[src/rtl/eva_axi_wr_arb.sv]
// Two-to-one AXI write-channel arbiter in front of the EVA AXI slave port.
// Grants AW round-robin and holds each grant until it is accepted. W beats are
// steered in AW-grant order through a small order FIFO. B responses are routed
// by the ID bit that the arbiter inserts.
// Optional build macro EVA_WR_ARB_FIXED_PRI_EN gives s0 fixed priority on ties.
module eva_axi_wr_arb #(
  parameter int unsigned OST_DEPTH = 4
) (
  input  logic         aclk,
  input  logic         arest,
  // upstream master 0
  input  logic         s0_awvalid,
  output logic         s0_awready,
  input  logic [4:0]   s0_awid,
  input  logic [63:0]  s0_awaddr,
  input  logic [5:0]   s0_awlen,
  input  logic [2:0]   s0_awsize,
  input  logic [1:0]   s0_awburst,
  input  logic [7:0]   s0_awuser,
  input  logic         s0_wvalid,
  output logic         s0_wready,
  input  logic         s0_wlast,
  input  logic [127:0] s0_wdata,
  input  logic [15:0]  s0_wstrb,
  output logic         s0_bvalid,
  input  logic         s0_bready,
  output logic [4:0]   s0_bid,
  output logic [1:0]   s0_bresp,
  // upstream master 1
  input  logic         s1_awvalid,
  output logic         s1_awready,
  input  logic [4:0]   s1_awid,
  input  logic [63:0]  s1_awaddr,
  input  logic [5:0]   s1_awlen,
  input  logic [2:0]   s1_awsize,
  input  logic [1:0]   s1_awburst,
  input  logic [7:0]   s1_awuser,
  input  logic         s1_wvalid,
  output logic         s1_wready,
  input  logic         s1_wlast,
  input  logic [127:0] s1_wdata,
  input  logic [15:0]  s1_wstrb,
  output logic         s1_bvalid,
  input  logic         s1_bready,
  output logic [4:0]   s1_bid,
  output logic [1:0]   s1_bresp,
  // downstream slave port
  output logic         m_awvalid,
  input  logic         m_awready,
  output logic [5:0]   m_awid,
  output logic [63:0]  m_awaddr,
  output logic [5:0]   m_awlen,
  output logic [2:0]   m_awsize,
  output logic [1:0]   m_awburst,
  output logic [7:0]   m_awuser,
  output logic         m_wvalid,
  input  logic         m_wready,
  output logic         m_wlast,
  output logic [5:0]   m_wid,
  output logic [127:0] m_wdata,
  output logic [15:0]  m_wstrb,
  input  logic         m_bvalid,
  output logic         m_bready,
  input  logic [5:0]   m_bid,
  input  logic [1:0]   m_bresp
);

  localparam int unsigned PtrW = $clog2(OST_DEPTH) + 1;
  localparam int unsigned IdxW = PtrW - 1;

  logic                 gnt_q, gnt;
  logic                 aw_hold_q;
  logic [OST_DEPTH-1:0] ord_q;
  logic [PtrW-1:0]      wr_ptr_q, rd_ptr_q, cnt_q;
  logic                 fifo_full, fifo_empty, head;
  logic                 sgnt_awvalid, aw_valid, aw_hs;
  logic                 w_valid, w_last, pop;
`ifndef EVA_WR_ARB_FIXED_PRI_EN
  logic                 rr_last_q;
`endif

  assign fifo_full  = (cnt_q == PtrW'(OST_DEPTH));
  assign fifo_empty = (cnt_q == '0);
  assign head       = ord_q[rd_ptr_q[IdxW-1:0]];

  // Grant selection: frozen while a stalled request is held, else arbitrate.
  always_comb begin
    gnt = gnt_q;
    if (!aw_hold_q) begin
      if (s0_awvalid && !s1_awvalid) begin
        gnt = 1'b0;
      end else if (s1_awvalid && !s0_awvalid) begin
        gnt = 1'b1;
      end else if (s0_awvalid && s1_awvalid) begin
`ifdef EVA_WR_ARB_FIXED_PRI_EN
        gnt = 1'b0;
`else
        gnt = ~rr_last_q;
`endif
      end
    end
  end

  // Handshake and steering terms; none depends on a ready toward its own valid.
  always_comb begin
    sgnt_awvalid = gnt ? s1_awvalid : s0_awvalid;
    aw_valid     = sgnt_awvalid & ~fifo_full;
    aw_hs        = aw_valid & m_awready;
    w_valid      = ~fifo_empty & (head ? s1_wvalid : s0_wvalid);
    w_last       = head ? s1_wlast : s0_wlast;
    pop          = w_valid & m_wready & w_last;
  end

  // Grant and hold state: hold is set by a stalled request, cleared on acceptance.
  always_ff @(posedge aclk or posedge arest) begin
    if (arest) begin
      gnt_q     <= 1'b0;
      aw_hold_q <= 1'b0;
    end else begin
      gnt_q <= gnt;
      if (aw_hs) begin
        aw_hold_q <= 1'b0;
      end else if (aw_valid) begin
        aw_hold_q <= 1'b1;
      end
    end
  end

`ifndef EVA_WR_ARB_FIXED_PRI_EN
  // Last master served; resets to s1 so that s0 wins the first tie.
  always_ff @(posedge aclk or posedge arest) begin
    if (arest) begin
      rr_last_q <= 1'b1;
    end else if (aw_hs) begin
      rr_last_q <= gnt;
    end
  end
`endif

  // Order FIFO: records which master owns each outstanding W burst.
  always_ff @(posedge aclk or posedge arest) begin
    if (arest) begin
      ord_q    <= '0;
      wr_ptr_q <= '0;
      rd_ptr_q <= '0;
      cnt_q    <= '0;
    end else begin
      if (aw_hs) begin
        ord_q[wr_ptr_q[IdxW-1:0]] <= gnt;
        wr_ptr_q                  <= wr_ptr_q + PtrW'(1);
      end
      if (pop) begin
        rd_ptr_q <= rd_ptr_q + PtrW'(1);
      end
      if (aw_hs && !pop) begin
        cnt_q <= cnt_q + PtrW'(1);
      end else if (pop && !aw_hs) begin
        cnt_q <= cnt_q - PtrW'(1);
      end
    end
  end

  // Output muxing; every output is held at zero while reset is asserted.
  always_comb begin
    s0_awready = 1'b0;
    s1_awready = 1'b0;
    s0_wready  = 1'b0;
    s1_wready  = 1'b0;
    s0_bvalid  = 1'b0;
    s1_bvalid  = 1'b0;
    s0_bid     = '0;
    s1_bid     = '0;
    s0_bresp   = '0;
    s1_bresp   = '0;
    m_awvalid  = 1'b0;
    m_awid     = '0;
    m_awaddr   = '0;
    m_awlen    = '0;
    m_awsize   = '0;
    m_awburst  = '0;
    m_awuser   = '0;
    m_wvalid   = 1'b0;
    m_wlast    = 1'b0;
    m_wid      = '0;
    m_wdata    = '0;
    m_wstrb    = '0;
    m_bready   = 1'b0;
    if (!arest) begin
      m_awvalid  = aw_valid;
      m_awid     = {gnt, (gnt ? s1_awid : s0_awid)};
      m_awaddr   = gnt ? s1_awaddr  : s0_awaddr;
      m_awlen    = gnt ? s1_awlen   : s0_awlen;
      m_awsize   = gnt ? s1_awsize  : s0_awsize;
      m_awburst  = gnt ? s1_awburst : s0_awburst;
      m_awuser   = gnt ? s1_awuser  : s0_awuser;
      s0_awready = aw_hs & ~gnt;
      s1_awready = aw_hs & gnt;
      m_wvalid   = w_valid;
      m_wlast    = w_last;
      m_wid      = {head, 5'b0};
      m_wdata    = head ? s1_wdata : s0_wdata;
      m_wstrb    = head ? s1_wstrb : s0_wstrb;
      s0_wready  = ~fifo_empty & ~head & m_wready;
      s1_wready  = ~fifo_empty & head & m_wready;
      if (m_bid[5]) begin
        s1_bvalid = m_bvalid;
        s1_bid    = m_bid[4:0];
        s1_bresp  = m_bresp;
        m_bready  = s1_bready;
      end else begin
        s0_bvalid = m_bvalid;
        s0_bid    = m_bid[4:0];
        s0_bresp  = m_bresp;
        m_bready  = s0_bready;
      end
    end
  end

endmodule
[config.mk]
export PLATFORM = sky130hd
export DESIGN_NAME = eva_axi_wr_arb
export DESIGN_NICKNAME = d
export VERILOG_FILES = /design/src/rtl/eva_axi_wr_arb.sv
export SDC_FILE = /design/constraint.sdc
export NUM_CORES = 1
export LEC_CHECK = 0
export BUFFER_PORTS_ARGS = -buffer_cell sky130_fd_sc_hd__buf_2
export CAP_MARGIN = 20
export CORE_AREA = 4 4 289 291
export DETAILED_ROUTE_END_ITERATION = 7
export DIE_AREA = 0 0 293 295
export GPL_TIMING_DRIVEN = 0
export PLACE_DENSITY_LB_ADDON = 0.08
export REMOVE_ABC_BUFFERS = 1
export SLEW_MARGIN = 20
export SYNTH_ARGS = -nofsm -noshare
export SYNTH_HDL_FRONTEND = slang
export SYNTH_SLANG_ARGS = --single-unit
[constraint.sdc]
create_clock -name aclk -period 2.68 [get_ports aclk]
set_input_delay 0.402 -clock aclk [delete_from_list [all_inputs] [get_ports aclk]]
set_output_delay 0.402 -clock aclk [all_outputs]
set_load 0.005 [all_outputs]
After elaboration in Yosys (flattened, before gate mapping) --
Cells that the tools add are included.
Cells by class: $add $sub $neg 4, magnitude comparators 3, eq/ne operators 1, muxes and demuxes 54, bitwise gates (word level) 16, reduce and logical (&&, ||, !) cells 13
Operators with widths (count):
- 128-bit two-way mux | 2
- 64-bit two-way mux | 2
- 16-bit two-way mux | 2
- 5-bit two-way mux | 5
- 1-bit two-way mux | 24
- 6-bit two-way mux | 4
- 8-bit two-way mux | 2
- 2-bit two-way mux | 6
- 3-bit two-way mux | 4
- 1-bit bitwise AND | 11
- 3-bit by 1-bit adder with 3-bit output, second input constant | 3
- 1-bit logical AND | 6
- 2-bit by 3-bit less-than comparator with 1-bit output, second input constant | 2
- 1-bit inverter | 5
- 4-bit bitwise mux | 1
- 1-bit logical NOT | 4
- 2-bit nonzero test | 2
- 3-bit equality test, second input constant | 1
- 3-bit logical NOT | 1
- 3-bit by 1-bit subtractor with 3-bit output, second input constant | 1
- 1-bit binary-select mux with 2-bit select | 1
- 1-bit demux with 2-bit select | 1
- 2-bit by 1-bit >= comparator with 1-bit output, second input constant | 1
Word-level totals: bits in registers 16, input bits 485, output and inout port bits 263

Longest topological paths before layout --
Gate-level depths: netlist of run 1.
depth in word-level cells 12, mapped depth 9, depth with buffers taken out 9

Worst setup path before layout of run 1 --
OpenSTA, ideal clock, no wires.
path type register -> register, start point register rd_ptr_q[0], end point register cnt_q[2], library setup time 0.079 ns, arrival 2.240 ns, data required time 2.601 ns, path slack 0.361 ns, stages on the path, launching flop included 10, path buffers 0, clock period less this slack 2.319 ns, path through dfrtp_1 -> mux4_2 -> nor4bb_1 -> nor2_1 -> ha_1 -> inv_1 -> fa_1 -> xor2_1 -> nor2_1 -> xor2_1
Between the ends: word-level cells in the longest chain between the ends 9
Ends and longest elaborated chain:
- from (decl) | line 74 | logic [PtrW-1:0] wr_ptr_q, rd_ptr_q, cnt_q;
- from (signal assigned) | line 153 | rd_ptr_q <= rd_ptr_q + PtrW'(1);
- 1-bit binary-select mux with 2-bit select (*) | line 84 | assign head = ord_q[rd_ptr_q[IdxW-1:0]];
- 1-bit two-way mux (not written as such) (*) | line 84
- 1-bit two-way mux | line 109 | w_valid = ~fifo_empty & (head ? s1_wvalid : s0_wvalid);
- 1-bit bitwise AND | line 109
- 1-bit bitwise AND | line 111 | pop = w_valid & m_wready & w_last;
- 1-bit bitwise AND (*) | line 111
- 1-bit logical NOT | line 155 | if (aw_hs && !pop) begin
- 1-bit logical AND | line 155
- 3-bit two-way mux or 2-bit nonzero test (tied branches)
- to (signal assigned) | line 156 | cnt_q <= cnt_q + PtrW'(1);
- to (signal assigned) | line 158 | cnt_q <= cnt_q - PtrW'(1);
- to (decl) | line 74
Mark *: on every way between the ends. The rest lies on a longest branch, timed or not. The select of a mux whose other input is x is not followed. A chain may end at the register's enable or synchronous reset.

Final worst setup path of run 1 --
start point register rd_ptr_q[0], end point output port m_wstrb[6]
Between the ends: word-level cells in the longest chain between the ends 4
Ends and longest elaborated chain:
- 1-bit binary-select mux with 2-bit select | line 84
- 1-bit two-way mux (not written as such) | line 84
- 16-bit two-way mux | line 202 | m_wstrb = head ? s1_wstrb : s0_wstrb;
- 16-bit two-way mux | line 188 | if (!arest) begin
- to (decl) | line 61 | output logic [15:0] m_wstrb,
No other way between the ends. The select of a mux whose other input is x is not followed.

==> metrics.md, run 1 <==
| Metric | Value |
|---|---|
| Worst setup EP type | output port |
| Peak fanout along the critical path | 24 |
| P_sw | 4.07 mW |
| HPWL after detailed placement | 49300 um |
| Quantity of I/O buffers inserted on ports | 742 |
| Sequential cell area fraction in the yosys report | 8.19% |
| Post-Synthesis Cell Area | 4290 um2 |
| Post-Syn Instances | 891 |
| Seq cells post-synth | 14 |
| Setup Total Neg Slack | -0.254 ns |
| Total core area | 80500 um2 |
| Register Area | 364 um2 |
| Setup crit start kind | flop |
| Area taken by multi-input logic gates | 3830 um2 |
| Power share of the clock group | 4.5% |
| Number of I/O pins | 748 |
| Vias per cell | 3.33 |
| Transition time at the pin with the least slew margin | 0.756 ns |
| Layout cell share with drive strength beyond 1 | 52.8% |
| Max-slew headroom at the worst pin | 49.2% |
| Cell accounting for the most synthesized area | sky130_fd_sc_hd__nand2_1 |
| Total placed cells including tap cells | 2624 |
| Synthesized area divided by synthesized cell count | 4.82 um2 |
| Final Setup Violations | 13 |
| Most numerous cell in the Yosys netlist | sky130_fd_sc_hd__nand2_1 |
| Number of remaining DRC errors | 0 |
| Placement row count | 104 |
| Sinks on Clock Net | 14 |
| Hold_ws | 0.407 ns |
| Global router's overall resource usage | 12.8% |
| Final WL | 60200 um |
| Die extent in x | 293 um |
| Crit Path Category | flop to output port |
| Critical Path AT | 2.33 ns |
| Maximum root-to-sink buffer count | 2 |
| Leading register cell type out of synthesis | sky130_fd_sc_hd__dfrtp_1 |
| Cell at the root of the clock tree | sky130_fd_sc_hd__clkbuf_16 |
| Cell types occupying the most area after synthesis | sky130_fd_sc_hd__nand2_1, sky130_fd_sc_hd__a21oi_1, sky130_fd_sc_hd__dfrtp_1 |
| Weighted congestion at the end of routability-driven global placement | 0.827 |
| Period Utilization, post-route | 102% |
| Commonest cells in the synthesized netlist | sky130_fd_sc_hd__nand2_1, sky130_fd_sc_hd__a21oi_1, sky130_fd_sc_hd__clkbuf_1 |
| Number of max-slew violations in the final report | 0 |
| Synthesis-to-finish area growth | 133% |
| Height of the die | 295 um |
| Post-DRT Antenna Nets | 0 |
| Level count of the clock H-tree | 1 |
| Violated checks | setup timing |
| Full die area | 86400 um2 |
| Post-layout min period | 2.73 ns |
| Setup repair after global routing missed its margin | true |
| Number of nets in the layout | 2094 |
| Peak ir drop on the vdd network | 0.000480 V |
| Pre-Repair DR Iteration Count | 4 |
| CTS tree | yes |
| Classification of the worst-slack hold path | input pin to flop |
| Total power density per cell area | 718 nW/um2 |
| Vias after detailed routing | 8926 |
| Static power due to leakage | 5.39 nW |
| Hold-fix buffer count after cts | 0 |
| Yosys top cell area share | 41.0% |
| Required time worst endpoint | 2.28 ns |
| Number of buffers created by CTS | 3 |
| Hold Vio Cnt, Final | 0 |
| Detailed router's first-iteration violation count | 266 |
| Synthesis Warnings | 0 |
| Setup slack after placement | -0.717 ns |
| Number of standard cells in the layout, taps in and fillers out | 2677 |
| Switching share of total power | 56.7% |
| Sequential Power Share | 6.5% |
| Final WS setup | -0.0535 ns |
| Filler Cell Count | 9738 |
| Max-cap check violation count | 0 |
| Post-synthesis cell type count | 33 |
| Post-DR wirelength/cell | 22.5 um |
| Initial antenna violation count | 52 |
| Wire length of the first global-routing pass | 78600 um |
| Number of global-route vias before repair | 9304 |
| GRT Residual Overflow | 0 |
| Part of the total power dissipated in combinational logic | 89.0% |
| Highest attainable clock frequency | 366 MHz |
| Maximum number of pins on one net before global-route repair | 100 |
| Effective utilization at floorplan | 5.33% |
| Async set-reset flop share out of synthesis | 100% |
| Worst clock skew on the final layout | 0.00491 ns |
| Clock-pin slew of the registers on the worst-case setup and hold paths | 0.05 ns |
| Internal cell power | 3.11 mW |
| Clock insertion delay at the later pin of the skew report | 0.25 ns |
| Post-synth EDFFs | 0 |
| Run status | complete, but fails checks |
logic make-up (layout without fill, tap and decap cells):
group / count (synthesis) / count (layout) / share of synthesized area, %
AOI/OAI and AO/OA: 252 / 252 / 29.9
xor gates and xnor gates: 6 / 6 / 1.22
adders and majority gates: 6 / 6 / 1.92
buffers and inverters: 92 / 795 / 9.19
DFF: 14 / 14 / 8.19
muxes: 11 / 15 / 3.03
other: 1 / 20 / 0.0874
and+or+nand+nor: 509 / 509 / 46.5
stage by stage:
step                      power (mW)  utilization [%]  area (um2)
after floorplan                 2.93                -        3950
after global placement          5.94             11.2        8980
after detailed placement        6.11             11.5        9290
after CTS                       7.32             12.2        9830
after global routing            7.94             12.4        9970
final                           7.18             12.4       10000
layout make-up:
class / instances / area share, %
timing repair buffer: 782 / 43.1
clock buffer: 4 / 0.889
inverter: 9 / 0.413
antenna: 15 / 0.376
tap: 1060 / 13.3
sequential: 14 / 3.64
multi-input combinational: 793 / 38.3
path summary, 6_finish.rpt:
| path | end | depth (start not counted) | from | slack (ns) |
|---|---|---|---|---|
| max | m_wstrb[6] | 8 | rd_ptr_q[0]$_DFFE_PP0P_ | -0.05 |
| min | aw_hold_q$_DFFE_PP0P_ | 2 | m_awready | 0.41 |
| max reg2reg | cnt_q[2]$_DFFE_PP0P_ | 10 | rd_ptr_q[0]$_DFFE_PP0P_ | 0.02 |
| min reg2reg | rr_last_q$_DFFE_PP1P_ | 2 | rr_last_q$_DFFE_PP1P_ | 0.50 |
| max in group asynchronous | rd_ptr_q[1]$_DFFE_PP0P_ | 3 | arest | 1.40 |
| min in group asynchronous | rd_ptr_q[0]$_DFFE_PP0P_ | 3 | arest | 0.81 |
critical path, stage by stage (launching register included):
cell                      delay (ns)
sky130_fd_sc_hd__dfrtp_4        0.42
sky130_fd_sc_hd__mux4_4         0.69
sky130_fd_sc_hd__buf_4          0.18
sky130_fd_sc_hd__buf_6          0.11
sky130_fd_sc_hd__buf_4          0.15
sky130_fd_sc_hd__buf_16         0.17
sky130_fd_sc_hd__nand2_1        0.12
sky130_fd_sc_hd__a21oi_1        0.07
sky130_fd_sc_hd__buf_2          0.16
routing by layer:
| metal | share of wire (%) | global-route usage, % | up-vias |
|---|---|---|---|
| met1 | 38 | 14.1 | 3965 |
| met2 | 53 | 25.1 | 540 |
| met5 | 0.037 | 0 | - |
| met4 | 1.9 | 1.50 | 4 |
| met3 | 7.6 | 3.32 | 92 |
| li1 | - | - | 4325 |
flip-flops by register name (all words and copies together), names as in the netlist:
register and flops:
cnt_q 3, aw_hold_q 1, rr_last_q 1, gnt_q 1, wr_ptr_q 2, rd_ptr_q 2
ord_q 4
layout by cell type (no fill, tap or decap), types with 4 or more instances in the layout:
cell                        count
sky130_fd_sc_hd__a21oi_1      225
sky130_fd_sc_hd__a21oi_2       12
sky130_fd_sc_hd__and2_1        16
sky130_fd_sc_hd__buf_16         9
sky130_fd_sc_hd__buf_2        739
sky130_fd_sc_hd__buf_4         26
sky130_fd_sc_hd__clkbuf_16      4
sky130_fd_sc_hd__conb_1         5
sky130_fd_sc_hd__dfrtp_1        7
sky130_fd_sc_hd__dfrtp_2        4
sky130_fd_sc_hd__diode_2       15
sky130_fd_sc_hd__ha_1           4
sky130_fd_sc_hd__inv_1          7
sky130_fd_sc_hd__mux2i_1        4
sky130_fd_sc_hd__nand2_1      450
sky130_fd_sc_hd__nand2_2       18
sky130_fd_sc_hd__nor2_1         6
sky130_fd_sc_hd__nor3_1         6
sky130_fd_sc_hd__o21ai_0       12
sky130_fd_sc_hd__xnor2_1        4
timing repair:
item,in CTS,in global routing
gates resized for setup,35,27
setup endpoints to repair,130,43
gates cloned,7,1
pin swaps,4,5
setup buffers,20,7
power groups by stage:
| stage | registers, mW | logic [mW] | clock network (mW) |
|---|---|---|---|
| 2_1_floorplan | 0.410 | 2.52 | 0 |
| 3_3_place_gp | 0.445 | 5.50 | 0 |
| 3_5_place_dp | 0.448 | 5.66 | 0 |
| 4_1_cts | 0.478 | 6.50 | 0.335 |
| 5_1_grt | 0.496 | 7.10 | 0.344 |
| 6_report | 0.468 | 6.39 | 0.320 |
No activity file was read; power rests on OpenSTA's default activity.
==> run 2, diff against run 1 <==
==> constraint.sdc (replaced) <==
create_clock -name aclk -period 2.6 [get_ports aclk]
set_input_delay 0.39 -clock aclk [delete_from_list [all_inputs] [get_ports aclk]]
set_output_delay 0.39 -clock aclk [all_outputs]
set_load 0.005 [all_outputs]
==> run 2 against run 1 <==
Effect of this change:
- the run still ends with setup timing left
- via count increased by 1.9%
- first-iteration DRC count decreased by 7.9%
- sequential share of layout area decreased by 0.26 points
- routed wire length increased by 3.4%
- sequential cell count unchanged
- count of clock-buffer cells in the layout unchanged
- critical path type unchanged
- highest routed layer unchanged
==> metrics.md, run 2 (same netlist as run 1, synthesis figures left out) <==
| Metric | Value |
|---|---|
| Run status | complete, but fails checks |
| Violated checks | setup timing |
| Initial antenna violation count | 52 (unchanged) |
| Vias per cell | 3.39 (+1.6%) |
| Endpoint of the lowest-slack register-to-register path | cnt_q[2]$_DFFE_PP0P_ |
| Synthesis-to-finish area growth | 151% |
| CP Launch Point | rd_ptr_q[0]$_DFFE_PP0P_ |
| Setup crit start kind | flop |
| Maximum number of pins on one net before global-route repair | 100 (unchanged) |
| Number of standard cells in the layout, taps in and fillers out | 2684 (+0.26%) |
| Hold Vio Cnt, Final | 0 (unchanged) |
| Filler Cell Count | 9672 (-0.68%) |
| GRT Residual Overflow | 0 (unchanged) |
| Final WS setup | -0.117 ns (-0.0638 ns) |
| Die extent in x | 293 um (unchanged) |
| Final Setup Violations | 29 (+16) |
| Number of remaining DRC errors | 0 (unchanged) |
| Height of the die | 295 um (unchanged) |
| Max-slew headroom at the worst pin | 54.8% (+5.6 points) |
| Total placed cells including tap cells | 2624 (unchanged) |
| Clock-pin slew of the registers on the worst-case setup and hold paths | 0.05 ns (about the same) |
| Required time worst endpoint | 2.21 ns (-0.07 ns) |
| Level count of the clock H-tree | 1 (unchanged) |
| Post-DR wirelength/cell | 23.2 um (+3.1%) |
| Period Utilization, post-route | 105% |
| Register with the most flip-flops | ord_q |
| Number of max-slew violations in the final report | 0 (unchanged) |
| Full die area | 86400 um2 (unchanged) |
| Number of buffers created by CTS | 3 (unchanged) |
| Final WL | 62200 um (+3.4%) |
| Largest registers | ord_q (4), cnt_q (3) |
| Pre-Repair DR Iteration Count | 4 (unchanged) |
| Transition time at the pin with the least slew margin | 0.679 ns (-0.0776 ns) |
| Weighted congestion at the end of routability-driven global placement | 0.827 (unchanged) |
| Number of global-route vias before repair | 9368 (+0.69%) |
| Total power density per cell area | 783 nW/um2 (+9.0%) |
| Most frequent cells in the layout | sky130_fd_sc_hd__buf_2, sky130_fd_sc_hd__nand2_1, sky130_fd_sc_hd__a21oi_1 |
| Placement row count | 104 (unchanged) |
| Max-cap check violation count | 0 (unchanged) |
| Vias after detailed routing | 9097 (+1.9%) |
| Clock insertion delay at the later pin of the skew report | 0.25 ns (about the same) |
| Worst setup EP type | output port |
| Effective utilization at floorplan | 5.33% (unchanged) |
| Worst Setup EP | m_wdata[73] |
| Peak ir drop on the vdd network | 0.000495 V (+3.0%) |
| Cell at the root of the clock tree | sky130_fd_sc_hd__clkbuf_16 |
| Total core area | 80500 um2 (unchanged) |
| Area taken by multi-input logic gates | 4300 um2 (+12%) |
| Logic depth of the worst register-to-register path | 10 (unchanged) |
| Setup repair after global routing missed its margin | true |
| Worst reg2reg setup slack | -0.05 ns (-0.07 ns) |
| Critical register-to-register path startpoint | rd_ptr_q[0]$_DFFE_PP0P_ |
| Quantity of I/O buffers inserted on ports | 742 (unchanged) |
| Classification of the worst-slack hold path | input pin to flop |
| Post-layout min period | 2.72 ns |
| Sinks on Clock Net | 14 (unchanged) |
| Peak fanout along the critical path | 8 (-67%) |
| Static power due to leakage | 5.61 nW (+4.2%) |
| Power Total | 8.44 mW (+18%) |
| Most frequent standard cell in the layout excluding fill and tap cells | sky130_fd_sc_hd__buf_2 |
| Wire length of the first global-routing pass | 79100 um (+0.63%) |
| Largest register FFs | 4 (unchanged) |
| Number of nets in the layout | 2108 (+0.67%) |
| Crit Path Category | flop to output port |
| Post-DRT Antenna Nets | 0 (unchanged) |
| Detailed router's first-iteration violation count | 245 (-7.9%) |
| CTS tree | yes |
| Worst clock skew on the final layout | 0.00472 ns (-0.000190 ns) |
| HPWL after detailed placement | 49300 um (unchanged) |
| Global router's overall resource usage | 12.9% (+0.078 points) |
| Highest attainable clock frequency | 368 MHz |
| Layout cell share with drive strength beyond 1 | 58.1% (+5.3 points) |
| Register Area | 364 um2 (unchanged) |
| Maximum root-to-sink buffer count | 2 (unchanged) |
| Number of I/O pins | 748 (unchanged) |
| Critical Path AT | 2.33 ns (about the same) |
## run 2: through the flow
| stage | instance area (um2) | TNS, ns | utilization [%] | hold WS (ns) | setup WS (ns) |
|---|---|---|---|---|---|
| after floorplan | 3950 | -85.64 | - | 0.279 | -0.915 |
| after global placement | 8980 | -706.62 | 11.2 | 0.500 | -3.53 |
| after detailed placement | 9290 | -18.57 | 11.5 | 0.499 | -0.797 |
| after CTS | 9980 | -0.533 | 12.4 | 0.390 | -0.0908 |
| after global routing | 10800 | -4.55 | 13.4 | 0.401 | -0.176 |
| final | 10800 | -1.35 | 13.4 | 0.401 | -0.117 |
## run 2: power by group
part | internal, mW | switching [mW] | total (mW)
clock | 0.234 | 0.0969 | 0.331
combinational | 3.21 | 4.43 | 7.65
sequential | 0.342 | 0.121 | 0.462
## run 2: worst min path at each step
stage	endpoint	slack [ns]	cells past startpoint	from
floorplan	aw_hold_q$_DFFE_PP0P_	0.28	1	arest
global placement	rr_last_q$_DFFE_PP1P_	0.50	2	rr_last_q$_DFFE_PP1P_
detailed placement	rr_last_q$_DFFE_PP1P_	0.50	2	rr_last_q$_DFFE_PP1P_
CTS	aw_hold_q$_DFFE_PP0P_	0.39	2	m_awready
global route	aw_hold_q$_DFFE_PP0P_	0.40	2	m_awready
finish	aw_hold_q$_DFFE_PP0P_	0.40	2	m_awready
## run 2: worst max-delay path, stage by stage, from the launching register on
cell and delay [ns]:
sky130_fd_sc_hd__dfrtp_4 0.41, sky130_fd_sc_hd__mux4_4 0.70, sky130_fd_sc_hd__buf_16 0.18, sky130_fd_sc_hd__buf_12 0.15
sky130_fd_sc_hd__buf_6 0.13, sky130_fd_sc_hd__buf_12 0.15, sky130_fd_sc_hd__nand2_1 0.09, sky130_fd_sc_hd__a21oi_1 0.07
sky130_fd_sc_hd__buf_2 0.18
## run 2: area by class of cell
type                       instances  share of cell area [%]
antenna                            8                   0.186
clock buffer                       4                   0.824
inverter                           9                   0.429
multi-input combinational        793                    39.9
sequential                        14                    3.38
tap                             1060                    12.3
timing repair buffer             796                    43.0
## run 2: per-layer routing
metal | share of wire (%) | vias to the layer above | GRT usage (%)
met5 | 0.035 | - | 0
met4 | 2.1 | 4 | 1.53
li1 | - | 4345 | -
met1 | 37 | 4076 | 14.2
met2 | 53 | 560 | 25.2
met3 | 7.5 | 112 | 3.34
## run 2: what timing repair did
| item | in CTS | in global routing |
|---|---|---|
| hold buffers | 0 | 0 |
| endpoints found under the setup margin | 143 | 118 |
| gates cloned | 8 | 9 |
| buffers inserted | 26 | 7 |
| resized for setup | 57 | 142 |
| pin swaps | 5 | 36 |
| endpoints found under the hold margin | 0 | 0 |
==> run 3, diff against run 2 <==
--- a/config.mk
+++ b/config.mk
@@ -10,7 +10,6 @@
 export CORE_AREA = 4 4 289 291
 export DETAILED_ROUTE_END_ITERATION = 7
 export DIE_AREA = 0 0 293 295
-export GPL_TIMING_DRIVEN = 0
 export PLACE_DENSITY_LB_ADDON = 0.08
 export REMOVE_ABC_BUFFERS = 1
 export SLEW_MARGIN = 20
==> run 3 against run 2 <==
Effect of this change:
- highest routed layer unchanged
- cell count is 0.22% lower
- the run now ends clean
- maximum frequency is 6.1% higher
- critical path depth is 1 lower
- critical endpoint is now m_wdata[20]
==> metrics.md, run 3 (same netlist as run 1, synthesis figures left out) <==
| Metric | Value |
|---|---|
| Largest register FFs | 4 (unchanged) |
| CTS tree | yes |
| Transition time at the pin with the least slew margin | 0.683 ns (+0.00422 ns) |
| Total power density per cell area | 711 nW/um2 (-9.2%) |
| Standard cell area after detailed placement | 9510 um2 (+2.4%) |
| Number of instances on the worst hold path | 2 (unchanged) |
| Setup crit start kind | flop |
| Clock insertion delay at the later pin of the skew report | 0.24 ns (about the same) |
| Sinks on Clock Net | 14 (unchanged) |
| Synthesis-to-finish area growth | 131% |
| Worst Hold Endpoint | aw_hold_q$_DFFE_PP0P_ |
| CP max-delay cell | sky130_fd_sc_hd__mux4_4 |
| P_sw | 3.88 mW (-16%) |
| Number of I/O pins | 748 (unchanged) |
| Post-layout min period | 2.56 ns (-0.156 ns) |
| Final core utilization | 12.3% (-1.1 points) |
| Worst clock skew on the final layout | 0.00211 ns (-0.00261 ns) |
| Most frequent standard cell in the layout excluding fill and tap cells | sky130_fd_sc_hd__buf_2 |
| Most frequent cells in the layout | sky130_fd_sc_hd__buf_2, sky130_fd_sc_hd__nand2_1, sky130_fd_sc_hd__a21oi_1 |
| Classification of the worst-slack hold path | input pin to flop |
| Clock-pin slew of the registers on the worst-case setup and hold paths | 0.05 ns (about the same) |
| Highest attainable clock frequency | 390 MHz (+6.1%) |
| Peak fanout along the critical path | 19 (+11) |
| Critical Path AT | 2.17 ns (-0.16 ns) |
| Quantity of I/O buffers inserted on ports | 742 (unchanged) |
| Final WL | 58800 um (-5.6%) |
| Run status | complete, no violations |
| Internal cell power | 3.17 mW (-16%) |
| Register with the most flip-flops | ord_q |
| Critical register-to-register path startpoint | rd_ptr_q[0]$_DFFE_PP0P_ |
| Static power due to leakage | 5.42 nW (-3.3%) |
| Sequential Power Share | 6.2% (+0.7 points) |
| Weighted congestion at the end of routability-driven global placement | 0.839 (+1.5%) |
| Maximum root-to-sink buffer count | 2 (unchanged) |
| Number of buffers created by CTS | 3 (unchanged) |
| Initial antenna violation count | 55 (+5.8%) |
| Worst reg2reg setup slack | 0.08 ns (+0.13 ns) |
| Max-slew headroom at the worst pin | 54.5% (-0.28 points) |
| GRT Residual Overflow | 0 (unchanged) |
| Effective utilization at floorplan | 5.33% (unchanged) |
| Max-cap check violation count | 0 (unchanged) |
| Number of nets in the layout | 2104 (-0.19%) |
| Full die area | 86400 um2 (unchanged) |
| Peak-usage layer in the global routing report | met2 |
| Detailed router's first-iteration violation count | 328 (+34%) |
| Hold Vio Cnt, Final | 0 (unchanged) |
| Level count of the clock H-tree | 1 (unchanged) |
| Logic depth of the worst register-to-register path | 7 (-3) |
| Period Utilization, post-route | 98.5% (-6.0 points) |
| Vias after detailed routing | 9039 (-0.64%) |
| Placement row count | 104 (unchanged) |
| Hold-fix buffer count after cts | 0 (unchanged) |
| Cell at the root of the clock tree | sky130_fd_sc_hd__clkbuf_16 |
| Part of the total power dissipated in combinational logic | 89.2% (-1.4 points) |
| Beginning of the worst hold path | m_awready |
| Maximum number of pins on one net before global-route repair | 84 (-16%) |
| Required time worst endpoint | 2.21 ns (about the same) |
| Final Setup Violations | 0 (-100%) |
| Die extent in x | 293 um (unchanged) |
| Pre-Repair DR Iteration Count | 4 (unchanged) |
| Crit-path cells | mux4_4 -> buf_6 -> buf_16 -> buf_16 -> nand2_2 -> a21oi_1 -> buf_2 |
| Met1 global-route usage | 14.1% (-0.17 points) |
| Post-DRT Antenna Nets | 0 (unchanged) |
| Largest stage delay on the critical path | 0.69 ns (about the same) |
| Peak ir drop on the vdd network | 0.000266 V (-46%) |
| Total core area | 80500 um2 (unchanged) |
| Switching share of total power | 55.1% (about the same) |
| Met3 Usage GRT | 3.48% (+0.14 points) |
| CP Launch Point | rd_ptr_q[0]$_DFFE_PP0P_ |
| Cell type with the highest occurrence count on the critical path | sky130_fd_sc_hd__buf_16 |
| Height of the die | 295 um (unchanged) |
| HPWL after detailed placement | 51200 um (+3.7%) |
| Global router's overall resource usage | 12.4% (-0.49 points) |
| Met2 Track Usage GR | 23.3% (-1.9 points) |
| Number of max-slew violations in the final report | 0 (unchanged) |
| Layout cell share with drive strength beyond 1 | 52.2% (-5.9 points) |
| Post-DR wirelength/cell | 21.9 um (-5.4%) |
| Number of global-route vias before repair | 9493 (+1.3%) |
| Worst setup EP type | output port |
| Setup repair after global routing missed its margin | true |
| Wire length of the first global-routing pass | 77200 um (-2.5%) |
| Endpoint of the lowest-slack register-to-register path | cnt_q[1]$_DFFE_PP0P_ |
| Vias per cell | 3.38 (-0.41%) |
| Final standard cell area without fillers | 9920 um2 (-8.0%) |
| Largest registers | ord_q (4), cnt_q (3) |
| Number of remaining DRC errors | 0 (unchanged) |
| Crit Path Category | flop to output port |
| Power share of the clock group | 4.6% (+0.7 points) |
-- run 3: cell count changes in the layout (fill, tap and decap cells not counted), sizes merged --
cell	change
bufbuf	-1
buf	+6
diode	-2
clkbuf	-5
mux4	-2
mux2	-2
-- run 3: cell type report --
type	count	area, um2
antenna	6	15.0
clock buffer	4	88.8
fill	9751	70600
inverter	9	35.0
multi-input combinational	789	3680
sequential	14	352
tap	1060	1330
timing repair buffer	796	4420
-- run 3: timing repair --
action,in CTS,in global routing
setup endpoints to repair,17,45
buffers inserted,5,3
resized for setup,4,36
cloned,3,1
pin swaps,1,2
hold endpoints to repair,0,0
-- run 3: worst max path at each step --
stage | endpoint | slack, ns | cells past startpoint
after floorplan | cnt_q[1]$_DFFE_PP0P_ | -0.92 | 7
after global placement | cnt_q[2]$_DFFE_PP0P_ | -0.02 | 9
after detailed placement | cnt_q[2]$_DFFE_PP0P_ | 0.02 | 9
after CTS | cnt_q[2]$_DFFE_PP0P_ | -0.008 | 9
after global routing | cnt_q[2]$_DFFE_PP0P_ | -0.05 | 9
final | m_wdata[20] | 0.04 | 7
-- run 3: worst max-delay path, delay by kind of cell (launching register included) --
kind	cells	cell delay, ns
compound gates	1	0.09
flops	1	0.36
buf+inv	4	0.63
mux	1	0.69
simple gates	1	0.12
-- run 3: stage by stage --
stage	worst slack (ns)	TNS (ns)	total power [mW]	instances	hold WS, ns
floorplan	-0.915	-85.64	3.02	812	0.279
global placement	-0.0245	-0.0245	6.51	2657	0.495
detailed placement	0.0170	0	6.44	2657	0.495
CTS	-0.00843	-0.00843	7.16	2669	0.380
global route	-0.0534	-1.10	7.80	2677	0.394
finish	0.0384	0	7.05	2678	0.379
-- run 3: metal layers --
layer | vias up | share of wire (%) | wire length [um]
li1 | 4311 | - | -
met1 | 4057 | 38 | 22200
met2 | 567 | 52 | 30400
met3 | 98 | 8.5 | 5010
met4 | 6 | 1.9 | 1120
met5 | - | 0.078 | 46
-- run 3: power by group through the flow --
| stage | logic, mW | clock network (mW) | registers (mW) |
|---|---|---|---|
| 2_1_floorplan | 2.60 | 0 | 0.423 |
| 3_3_place_gp | 6.07 | 0 | 0.439 |
| 3_5_place_dp | 6.00 | 0 | 0.440 |
| 4_1_cts | 6.38 | 0.340 | 0.437 |
| 5_1_grt | 6.99 | 0.353 | 0.460 |
| 6_report | 6.29 | 0.327 | 0.436 |
